[config.mk]
export PLATFORM = sky130hd
export DESIGN_NAME = lsu_rmw32_flat
export DESIGN_NICKNAME = d
export VERILOG_FILES = /design/src/rtl/lsu_pkg.sv /design/src/rtl/lsu_rmw32_if.sv /design/src/rtl/lsu_lane_align.sv /design/src/rtl/lsu_rmw32.sv /design/src/flat_wrapper.sv
export SDC_FILE = /design/constraint.sdc
export NUM_CORES = 1
export LEC_CHECK = 0
export BUFFER_PORTS_ARGS = -buffer_cell sky130_fd_sc_hd__buf_4
export CAP_MARGIN = 20
export CORE_MARGIN = 5
export CORE_UTILIZATION = 51
export CTS_CLUSTER_SIZE = 14
export DETAILED_ROUTE_END_ITERATION = 12
export PLACE_DENSITY = 0.84
export RECOVER_POWER = 50
export SYNTH_ARGS = -nofsm -noshare
export SYNTH_HDL_FRONTEND = slang
export SYNTH_HIERARCHICAL = 1
export SYNTH_SLANG_ARGS = --single-unit
[constraint.sdc]
create_clock -name CLK -period 5.4 [get_ports CLK]
set_input_delay 0.27 -clock CLK [delete_from_list [all_inputs] [get_ports CLK]]
set_output_delay 0.27 -clock CLK [all_outputs]
set_load 0.05 [all_outputs]
[src/rtl/lsu_pkg.sv]
// Shared types, encodings and helpers for the lsu_rmw32 load/store sequencer.
package lsu_pkg;
    localparam int ADDR_W = 32;
    localparam int DATA_W = 32;
    localparam int LANES  = DATA_W / 8;

    typedef enum logic [1:0] {S_IDLE, S_READ, S_WRITE, S_RESP} state_t;

    localparam logic [1:0] SZ_B = 2'd0;
    localparam logic [1:0] SZ_H = 2'd1;
    localparam logic [1:0] SZ_W = 2'd2;

    localparam logic [1:0] EXC_NONE     = 2'd0;
    localparam logic [1:0] EXC_MISALIGN = 2'd1;
    localparam logic [1:0] EXC_ACCESS   = 2'd2;

    // One bit per byte lane touched by an access of this size at this offset.
    function automatic logic [LANES-1:0] byte_mask(input logic [1:0] size, input logic [1:0] off);
        logic [LANES-1:0] base;
        case (size)
            SZ_B:    base = LANES'(1);
            SZ_H:    base = LANES'(3);
            default: base = '1;
        endcase
        return base << off;
    endfunction

    function automatic logic misaligned(input logic [1:0] size, input logic [1:0] off);
        return (size == SZ_H && off[0]) || (size == SZ_W && off != 2'b00) || (size == 2'd3);
    endfunction
endpackage

[src/rtl/lsu_rmw32_if.sv]
// Request/response and data-memory port bundle for lsu_rmw32.
interface lsu_rmw32_if;
    import lsu_pkg::*;

    logic              req_valid;
    logic              req_ready;
    logic              req_is_store;
    logic [1:0]        req_size;
    logic              req_signed;
    logic [ADDR_W-1:0] req_addr;
    logic [DATA_W-1:0] req_wdata;
    logic              rsp_valid;
    logic              rsp_ready;
    logic [DATA_W-1:0] rsp_data;
    logic [1:0]        rsp_exc;
    logic [ADDR_W-1:0] mem_read_address;
    logic [DATA_W-1:0] mem_read_data;
    logic              mem_read_exception;
    logic              mem_write_enable;
    logic [ADDR_W-1:0] mem_write_address;
    logic [DATA_W-1:0] mem_write_data;
    logic              mem_write_exception;

    // slave: the LSU itself; master: execute stage plus memory
    modport slave (
        input  req_valid, req_is_store, req_size, req_signed, req_addr, req_wdata,
        input  rsp_ready, mem_read_data, mem_read_exception, mem_write_exception,
        output req_ready, rsp_valid, rsp_data, rsp_exc,
        output mem_read_address, mem_write_enable, mem_write_address, mem_write_data
    );
    modport master (
        output req_valid, req_is_store, req_size, req_signed, req_addr, req_wdata,
        output rsp_ready, mem_read_data, mem_read_exception, mem_write_exception,
        input  req_ready, rsp_valid, rsp_data, rsp_exc,
        input  mem_read_address, mem_write_enable, mem_write_address, mem_write_data
    );
endinterface

[src/rtl/lsu_lane_align.sv]
// Combinational lane logic: load extraction with sign/zero extension and sub-word store merge.
module lsu_lane_align
    import lsu_pkg::*;
(
    input  logic [DATA_W-1:0] word,
    input  logic [1:0]        off,
    input  logic [1:0]        size,
    input  logic              sgn,
    input  logic [DATA_W-1:0] wdata,
    output logic [DATA_W-1:0] load_val,
    output logic [DATA_W-1:0] merged
);
    logic [DATA_W-1:0] rshift;
    logic [DATA_W-1:0] wshift;
    logic [LANES-1:0]  lane_en;

    assign rshift  = word >> {off, 3'b000};
    assign wshift  = wdata << {off, 3'b000};
    assign lane_en = byte_mask(size, off);

    always_comb begin
        load_val = rshift;
        case (size)
            SZ_B:    load_val = {{(DATA_W-8){sgn & rshift[7]}}, rshift[7:0]};
            SZ_H:    load_val = {{(DATA_W-16){sgn & rshift[15]}}, rshift[15:0]};
            default: load_val = rshift;
        endcase
    end

    genvar gi;
    generate
        for (gi = 0; gi < LANES; gi++) begin : g_lane
            assign merged[8*gi +: 8] = lane_en[gi] ? wshift[8*gi +: 8] : word[8*gi +: 8];
        end
    endgenerate
endmodule

[src/rtl/lsu_rmw32.sv]
// Load/store sequencer with read-modify-write for sub-word stores.
// LSU_WORD_STORE_BYPASS_EN: aligned word stores skip the read and write req_wdata directly.
module lsu_rmw32
    import lsu_pkg::*;
(
    input  logic        CLK,
    input  logic        RESET,
    lsu_rmw32_if.slave  bus
);
    state_t            state_reg, state_next;
    logic [ADDR_W-1:0] addr_reg;
    logic [1:0]        off_reg;
    logic [1:0]        size_reg;
    logic              signed_reg;
    logic              store_reg;
    logic [DATA_W-1:0] wdata_reg;
    logic [DATA_W-1:0] word_reg;
    logic [DATA_W-1:0] rsp_data_reg, rsp_data_next;
    logic [1:0]        rsp_exc_reg, rsp_exc_next;
    logic              accept;
    logic              bypass;
    logic [DATA_W-1:0] align_word;
    logic [DATA_W-1:0] load_val;
    logic [DATA_W-1:0] merged;

    assign bus.req_ready = (state_reg == S_IDLE) && !RESET;
    assign accept        = bus.req_valid && bus.req_ready;

`ifdef LSU_WORD_STORE_BYPASS_EN
    assign bypass = bus.req_is_store && (bus.req_size == SZ_W);
`else
    assign bypass = 1'b0;
`endif

    // Live memory data during READ, captured word during WRITE.
    assign align_word = (state_reg == S_READ) ? bus.mem_read_data : word_reg;

    lsu_lane_align u_align (
        .word     (align_word),
        .off      (off_reg),
        .size     (size_reg),
        .sgn      (signed_reg),
        .wdata    (wdata_reg),
        .load_val (load_val),
        .merged   (merged)
    );

    always_comb begin
        state_next    = state_reg;
        rsp_data_next = rsp_data_reg;
        rsp_exc_next  = rsp_exc_reg;
        case (state_reg)
            S_IDLE: begin
                if (accept) begin
                    rsp_data_next = '0;
                    rsp_exc_next  = EXC_NONE;
                    if (misaligned(bus.req_size, bus.req_addr[1:0])) begin
                        state_next   = S_RESP;
                        rsp_exc_next = EXC_MISALIGN;
                    end else if (bypass) begin
                        state_next = S_WRITE;
                    end else begin
                        state_next = S_READ;
                    end
                end
            end
            S_READ: begin
                if (bus.mem_read_exception) begin
                    state_next   = S_RESP;
                    rsp_exc_next = EXC_ACCESS;
                end else if (store_reg) begin
                    state_next = S_WRITE;
                end else begin
                    state_next    = S_RESP;
                    rsp_data_next = load_val;
                end
            end
            S_WRITE: begin
                state_next   = S_RESP;
                rsp_exc_next = bus.mem_write_exception ? EXC_ACCESS : EXC_NONE;
            end
            S_RESP: begin
                if (bus.rsp_ready) begin
                    state_next = S_IDLE;
                end
            end
            default: state_next = S_IDLE;
        endcase
    end

    always_ff @(posedge CLK or posedge RESET) begin
        if (RESET) begin
            state_reg    <= S_IDLE;
            addr_reg     <= '0;
            off_reg      <= '0;
            size_reg     <= '0;
            signed_reg   <= 1'b0;
            store_reg    <= 1'b0;
            wdata_reg    <= '0;
            word_reg     <= '0;
            rsp_data_reg <= '0;
            rsp_exc_reg  <= EXC_NONE;
        end else begin
            state_reg    <= state_next;
            rsp_data_reg <= rsp_data_next;
            rsp_exc_reg  <= rsp_exc_next;
            if (accept) begin
                addr_reg   <= {bus.req_addr[ADDR_W-1:2], 2'b00};
                off_reg    <= bus.req_addr[1:0];
                size_reg   <= bus.req_size;
                signed_reg <= bus.req_signed;
                store_reg  <= bus.req_is_store;
                wdata_reg  <= bus.req_wdata;
            end
            if (state_reg == S_READ) begin
                word_reg <= bus.mem_read_data;
            end
        end
    end

    assign bus.rsp_valid         = (state_reg == S_RESP);
    assign bus.rsp_data          = rsp_data_reg;
    assign bus.rsp_exc           = rsp_exc_reg;
    assign bus.mem_read_address  = addr_reg;
    assign bus.mem_write_address = addr_reg;
    assign bus.mem_write_data    = merged;
    assign bus.mem_write_enable  = (state_reg == S_WRITE) && !bus.mem_write_exception;
endmodule

[src/flat_wrapper.sv]
// flat-port wrapper written by rule: the top's interface ports become plain ports
module lsu_rmw32_flat import lsu_pkg::*;
  (CLK, RESET, bus_req_valid, bus_req_is_store, bus_req_size, bus_req_signed, bus_req_addr, bus_req_wdata, bus_rsp_ready, bus_mem_read_data, bus_mem_read_exception, bus_mem_write_exception, bus_req_ready, bus_rsp_valid, bus_rsp_data, bus_rsp_exc, bus_mem_read_address, bus_mem_write_enable, bus_mem_write_address, bus_mem_write_data);
  lsu_rmw32_if bus_i ();
  input  logic CLK;
  input  logic RESET;
  input wire logic [$bits(bus_i.req_valid)-1:0] bus_req_valid;
  input wire logic [$bits(bus_i.req_is_store)-1:0] bus_req_is_store;
  input wire logic [$bits(bus_i.req_size)-1:0] bus_req_size;
  input wire logic [$bits(bus_i.req_signed)-1:0] bus_req_signed;
  input wire logic [$bits(bus_i.req_addr)-1:0] bus_req_addr;
  input wire logic [$bits(bus_i.req_wdata)-1:0] bus_req_wdata;
  input wire logic [$bits(bus_i.rsp_ready)-1:0] bus_rsp_ready;
  input wire logic [$bits(bus_i.mem_read_data)-1:0] bus_mem_read_data;
  input wire logic [$bits(bus_i.mem_read_exception)-1:0] bus_mem_read_exception;
  input wire logic [$bits(bus_i.mem_write_exception)-1:0] bus_mem_write_exception;
  output wire logic [$bits(bus_i.req_ready)-1:0] bus_req_ready;
  output wire logic [$bits(bus_i.rsp_valid)-1:0] bus_rsp_valid;
  output wire logic [$bits(bus_i.rsp_data)-1:0] bus_rsp_data;
  output wire logic [$bits(bus_i.rsp_exc)-1:0] bus_rsp_exc;
  output wire logic [$bits(bus_i.mem_read_address)-1:0] bus_mem_read_address;
  output wire logic [$bits(bus_i.mem_write_enable)-1:0] bus_mem_write_enable;
  output wire logic [$bits(bus_i.mem_write_address)-1:0] bus_mem_write_address;
  output wire logic [$bits(bus_i.mem_write_data)-1:0] bus_mem_write_data;
  assign bus_i.req_valid = bus_req_valid;
  assign bus_i.req_is_store = bus_req_is_store;
  assign bus_i.req_size = bus_req_size;
  assign bus_i.req_signed = bus_req_signed;
  assign bus_i.req_addr = bus_req_addr;
  assign bus_i.req_wdata = bus_req_wdata;
  assign bus_i.rsp_ready = bus_rsp_ready;
  assign bus_i.mem_read_data = bus_mem_read_data;
  assign bus_i.mem_read_exception = bus_mem_read_exception;
  assign bus_i.mem_write_exception = bus_mem_write_exception;
  assign bus_req_ready = bus_i.req_ready;
  assign bus_rsp_valid = bus_i.rsp_valid;
  assign bus_rsp_data = bus_i.rsp_data;
  assign bus_rsp_exc = bus_i.rsp_exc;
  assign bus_mem_read_address = bus_i.mem_read_address;
  assign bus_mem_write_enable = bus_i.mem_write_enable;
  assign bus_mem_write_address = bus_i.mem_write_address;
  assign bus_mem_write_data = bus_i.mem_write_data;
  lsu_rmw32 u_core (.CLK(CLK), .RESET(RESET), .bus(bus_i));
endmodule
# Word-level counts from Yosys, hierarchy flattened
# Cells that the tools add are included.
# word_totals
elab_cells	66
output_inout_bits	133
ff_bits	136
# classes
n_eq_ne	12
shifts	3
n_bitwise	2
n_reduce_logical	17
n_mux	22
# op_table
cell	count
32-bit 2-to-1 mux	4
32-bit case mux with 2 select lines	2
8-bit 2-to-1 mux	4
32-bit by 5-bit << shifter with 32-bit output	1
32-bit by 5-bit >> shifter with 32-bit output	1
2-bit 2-to-1 mux	7
2-bit equality test (second input constant)	4
2-bit != test (second input constant)	4
2-bit case mux with 4 select lines	1
4-bit case mux with 2 select lines	1
2-bit by 1-bit equality test with 1-bit output (second input constant)	3
2-bit case mux with 3 select lines	1
1-bit logical AND	5
2-bit zero test	2
4-bit AND reduction	1
2-bit nonzero test	2
4-bit by 2-bit << shifter with 4-bit output	1
3-bit AND reduction	1
3-bit nonzero test	1
1-bit bitwise AND	2
1-bit zero test	2
1-bit logical OR	2
1-bit 2-to-1 mux	2
2-bit by 1-bit != test with 1-bit output (second input constant)	1
2-bit AND reduction	1

# Longest topological paths before layout
# depth
ltp_word	8
depth_mapped	10
mapped_depth_nobuf	7

# Modules after synthesis
# Netlist, hierarchy kept.
# by_module_without_submodules
mod	cells_per_inst	area_each_um2	n_inst
lsu_rmw32	360	5460.2	1
lsu_lane_align	201	1731.7	1

# Worst setup path before layout
# No wires, ideal clock.
# synth_path
path_type	reg-to-reg
start	reg u_core.state_reg[1]
end	reg u_core.rsp_data_reg[16], in the netlist u_core/bus.rsp_data[16]
setup_ns	0.121
slack_ns	2.859
required_time_ns	5.279
arrival_time_ns	2.420
path_stages_with_launch	11
cell_sequence	dfrtp_1 inv_1 ha_1 buf_4 clkbuf_1 mux2_2 mux2i_1 a22o_1 clkbuf_4 o22ai_2 a22o_1
# synth_via
elab_chain_cells	8
elab_cells_between_ends	17
cone_classes	4 x eq/ne; 1 x shift; 5 x mux; 2 x bitwise; 5 x reduce/logical
# synth_rtl
item	line	source
from (decl)	lsu_rmw32.sv:10	state_t state_reg, state_next;
from (signal assigned)	lsu_rmw32.sv:104	state_reg <= state_next;
2-bit by 1-bit equality test with 1-bit output (*)	lsu_rmw32.sv:36	assign align_word = (state_reg == S_READ) ? bus.mem_read_data : word_reg;
32-bit 2-to-1 mux (*)	lsu_rmw32.sv:36	
via u_core.align_word[23]	lsu_rmw32.sv:22	logic [DATA_W-1:0] align_word;
32-bit by 5-bit >> shifter with 32-bit output (*)	lsu_lane_align.sv:17	assign rshift = word >> {off, 3'b000};
1-bit bitwise AND, on equally long branches	lsu_lane_align.sv:25, lsu_lane_align.sv:24	
32-bit case mux with 2 select lines (*)	lsu_lane_align.sv:23	case (size)
via u_core.load_val[16]	lsu_rmw32.sv:23	logic [DATA_W-1:0] load_val;
32-bit 2-to-1 mux (*)	lsu_rmw32.sv:71	end else if (store_reg) begin
32-bit 2-to-1 mux (*)	lsu_rmw32.sv:68	if (bus.mem_read_exception) begin
32-bit case mux with 2 select lines (*)	lsu_rmw32.sv:52	case (state_reg)
to (signal assigned)	lsu_rmw32.sv:105	rsp_data_reg <= rsp_data_next;
to (decl)	lsu_rmw32.sv:18	logic [DATA_W-1:0] rsp_data_reg, rsp_data_next;
# Mark *: on every way through the listed nets, which the timed path passes. The rest lies on a longest branch. The select of a mux whose other input is x is not followed.
# A chain may end at the register's enable or synchronous reset.

# Final worst setup path
# layout_path
start	reg u_core.state_reg[1]
end	reg u_core.rsp_data_reg[29], in the netlist u_core/bus.rsp_data[29]
# The elaborated chain is that of the path after synthesis.

==> impl_metrics.toml <==
[outcome]
status = "finished with violations"
violations = "capacitance limit, slew limit"

[synth]
synth_ff_type = "dfrtp_1"
yosys_register_bits = 136
async_reset_ff_frac = 1.000
ys_seq_area_frac = 0.4732
synth_edf_count = 0
synth_cell_type_count = 46
avgSynthCellArea_um2 = 12.82
yosysWarnings = 6
syn-instance-count = 561
syn_area_mm2 = 0.007192

[timing]
max_slew_margin = -1.120
rsz0062_at_grt = "false"
period_minus_slack_ns = 3.372
final.setup.tns_ns = 0
drv_slew = 73
setup-violations-final = 0
fmaxAchievable_mhz = 296.6
fin_crit_sh = 0.6244
finalClockSkew_ns = 0.007953
hold_violations = 0
worst_slew_pin_slew_ns = 3.162

[clock_tree]
cts.sinks = 136
clock_tree.root_cell = "clkbuf_16"
clk_pin_slew_worst_paths_ns = 0.06
cts-resized-gates = 0
clock_path_buffers = 2
insertion_delay_ns = 0.41
cts_tree = "built"
htree_levels = 4
cts_buffers = 17

[layout]
area_delta_synth_final_pct = 25.24
drive_gt1_frac = 0.4329
n_fill_cell = 1135
antennaDiodeCount = 0
fin_nets = 865

[worst_setup_path]
cp-start-kind = "register"
crit_arrival_ns = 3.67
worstPathRequired_ns = 5.70
critPathCaptureType = "register"
cp_max_fo = 21
path_class = "reg -> reg"

[worst_hold_path]
hold_path.class = "in -> reg"

[detailed_routing]
routedWlPerCell_um = 20.80
drtIter0Drc = 336
via_count = 5308
drc = 0
dr.pass1.iters = 5
ant_nets = 0
vias_per_cell = 5.605
wirelength_um = 19700

[global_routing]
antenna_found_initial = 0
grt_first_pass_wirelength_um = 30500
grt_pass1_vias = 5541
grt-ovfl-total = 0
grt_max_degree = 73
grt_usage = 0.2397

[floorplanning]
io_pins = 239
initial_utilization = 0.5181
die_w_um = 128.8
num_rows = 43
die_height_um = 128.8
die_area_mm2 = 0.01658
core_mm2 = 0.01388

[placement]
port_buffers = 234
place_congestion = 0.8888
dpl.hpwl_um = 14720

[run]
maxCapViolations = 1
## timing repair
item / 4_1_cts / 5_1_grt
buffers inserted: 0 / 0
hold endpoints to repair: 70 / 0
endpoints found under the setup margin: 0 / 0
hold buffers: 1 / 0
## layout make-up
type	count	area (um^2)	area share
clock buffer	21	470.5	0.05223
inverter	5	20.02	0.002223
timing repair buffer	242	1455	0.1616
multi-input combinational	352	3284	0.3646
clock inverter	11	146.4	0.01625
tap	180	225.2	0.02500
sequential	136	3406	0.3781
## path summary, 6_finish.rpt
path | start | slack [ns] | depth (start not counted) | to
max in group asynchronous | RESET | 2.17 | 4 | u_core/word_reg[27]
setup / recovery | u_core/state_reg[1] | 2.03 | 8 | u_core/bus.rsp_data[29]
hold / removal | bus_req_addr[27] | 0.09 | 2 | u_core/bus.mem_read_address[27]
setup reg to reg | u_core/state_reg[1] | 2.03 | 8 | u_core/bus.rsp_data[29]
min in group asynchronous | RESET | 1.35 | 3 | u_core/bus.rsp_exc[0]
hold reg to reg | u_core/bus.rsp_data[26] | 0.50 | 1 | u_core/bus.rsp_data[26]
## kinds of logic after synthesis
family | after synthesis | share of synthesized area
buf+inv | 76 | 0.07203
flops | 136 | 0.4732
other cells | 1 | 0.0005214
compound gates | 101 | 0.1127
simple gates | 55 | 0.04784
fa+ha+maj | 5 | 0.008699
mux | 187 | 0.2850
## cells in the mapped netlist (2+ instances only)
library cell  instances  area (um^2)
a211oi_1              9        67.56
a21boi_0              8        60.06
a21oi_1              16        80.08
a22o_1               33        289.0
buf_2                18        90.09
buf_4                37        277.8
buf_6                 9        101.4
clkbuf_1              5        18.77
dfrtp_1             136         3403
ha_1                  5        62.56
inv_1                 5        18.77
mux2_2              142         1599
mux2i_1              45        450.4
nand2_1              10        37.54
nand2b_1              8        50.05
nor2_2                3        18.77
nor2_4                2        22.52
nor2b_1              13        81.33
nor3_1                3        15.01
o21ai_0               7        35.03
o21ai_2               2        17.52
o22ai_2               8        100.1
o2bb2ai_1             8        70.07
or2_1                 7        43.79
## worst max-delay path, cell delays in order, from the launching register on
cell     delay, ns
dfrtp_1       0.45
inv_1         0.11
ha_1          0.59
buf_4         0.40
mux2_2        0.44
mux2i_1       0.16
a22o_1        0.62
o21ai_0       0.24
a22o_1        0.24
## routing by layer
metal / wire length [um] / global-route usage / part of all wire / vias up
met1: 7408 / 0.2903 / 0.38 / 2598
met2: 9944 / 0.4000 / 0.50 / 266
li1: - / - / - / 2399
met5: 0 / 0 / 0 / -
met4: 689 / 0.1087 / 0.035 / 0
met3: 1652 / 0.06517 / 0.084 / 45
## cells in the final DEF, fill, tap and decap left out, types with 2 or more instances in the layout
| cell type | n |
|---|---|
| buf_4 | 144 |
| dfrtp_1 | 134 |
| mux2_2 | 131 |
| clkbuf_1 | 98 |
| mux2i_1 | 45 |
| a22o_1 | 33 |
| clkbuf_16 | 17 |
| a21oi_1 | 16 |
| nor2b_1 | 13 |
| mux2_1 | 11 |
| a211oi_1 | 9 |
| nand2_1 | 9 |
| nand2b_1 | 8 |
| a21boi_0 | 8 |
| o22ai_2 | 8 |
| o2bb2ai_1 | 8 |
| o21ai_0 | 7 |
| or2_1 | 7 |
| ha_1 | 5 |
| inv_1 | 4 |
| conb_1 | 4 |
| clkinv_2 | 3 |
| bufinv_16 | 3 |
| clkinv_4 | 3 |
| clkbuf_8 | 3 |
| nor3_1 | 3 |
| nor2_2 | 3 |
| clkinvlp_4 | 2 |
| dfrtp_2 | 2 |
| nor2_4 | 2 |
| o21ai_2 | 2 |
## through the flow
stage / cell area, um^2 / hold slack [ns] / util / worst slack (ns) / instances
3_3_place_gp: 8748 / 0.4139 / 0.6303 / 2.286 / 914
5_1_grt: 9007 / 0.06728 / 0.6489 / 1.488 / 947
2_1_floorplan: 7203 / 0.4205 / - / 1.491 / 564
3_5_place_dp: 8748 / 0.4306 / 0.6303 / 2.098 / 914
4_1_cts: 9375 / 0.06756 / 0.6754 / 2.088 / 947
6_report: 9007 / 0.08628 / 0.6489 / 2.028 / 947
Power is left out: the tool's default activity adds up to more than one toggle a clock period on the data nets, which glitch-free logic cannot reach.
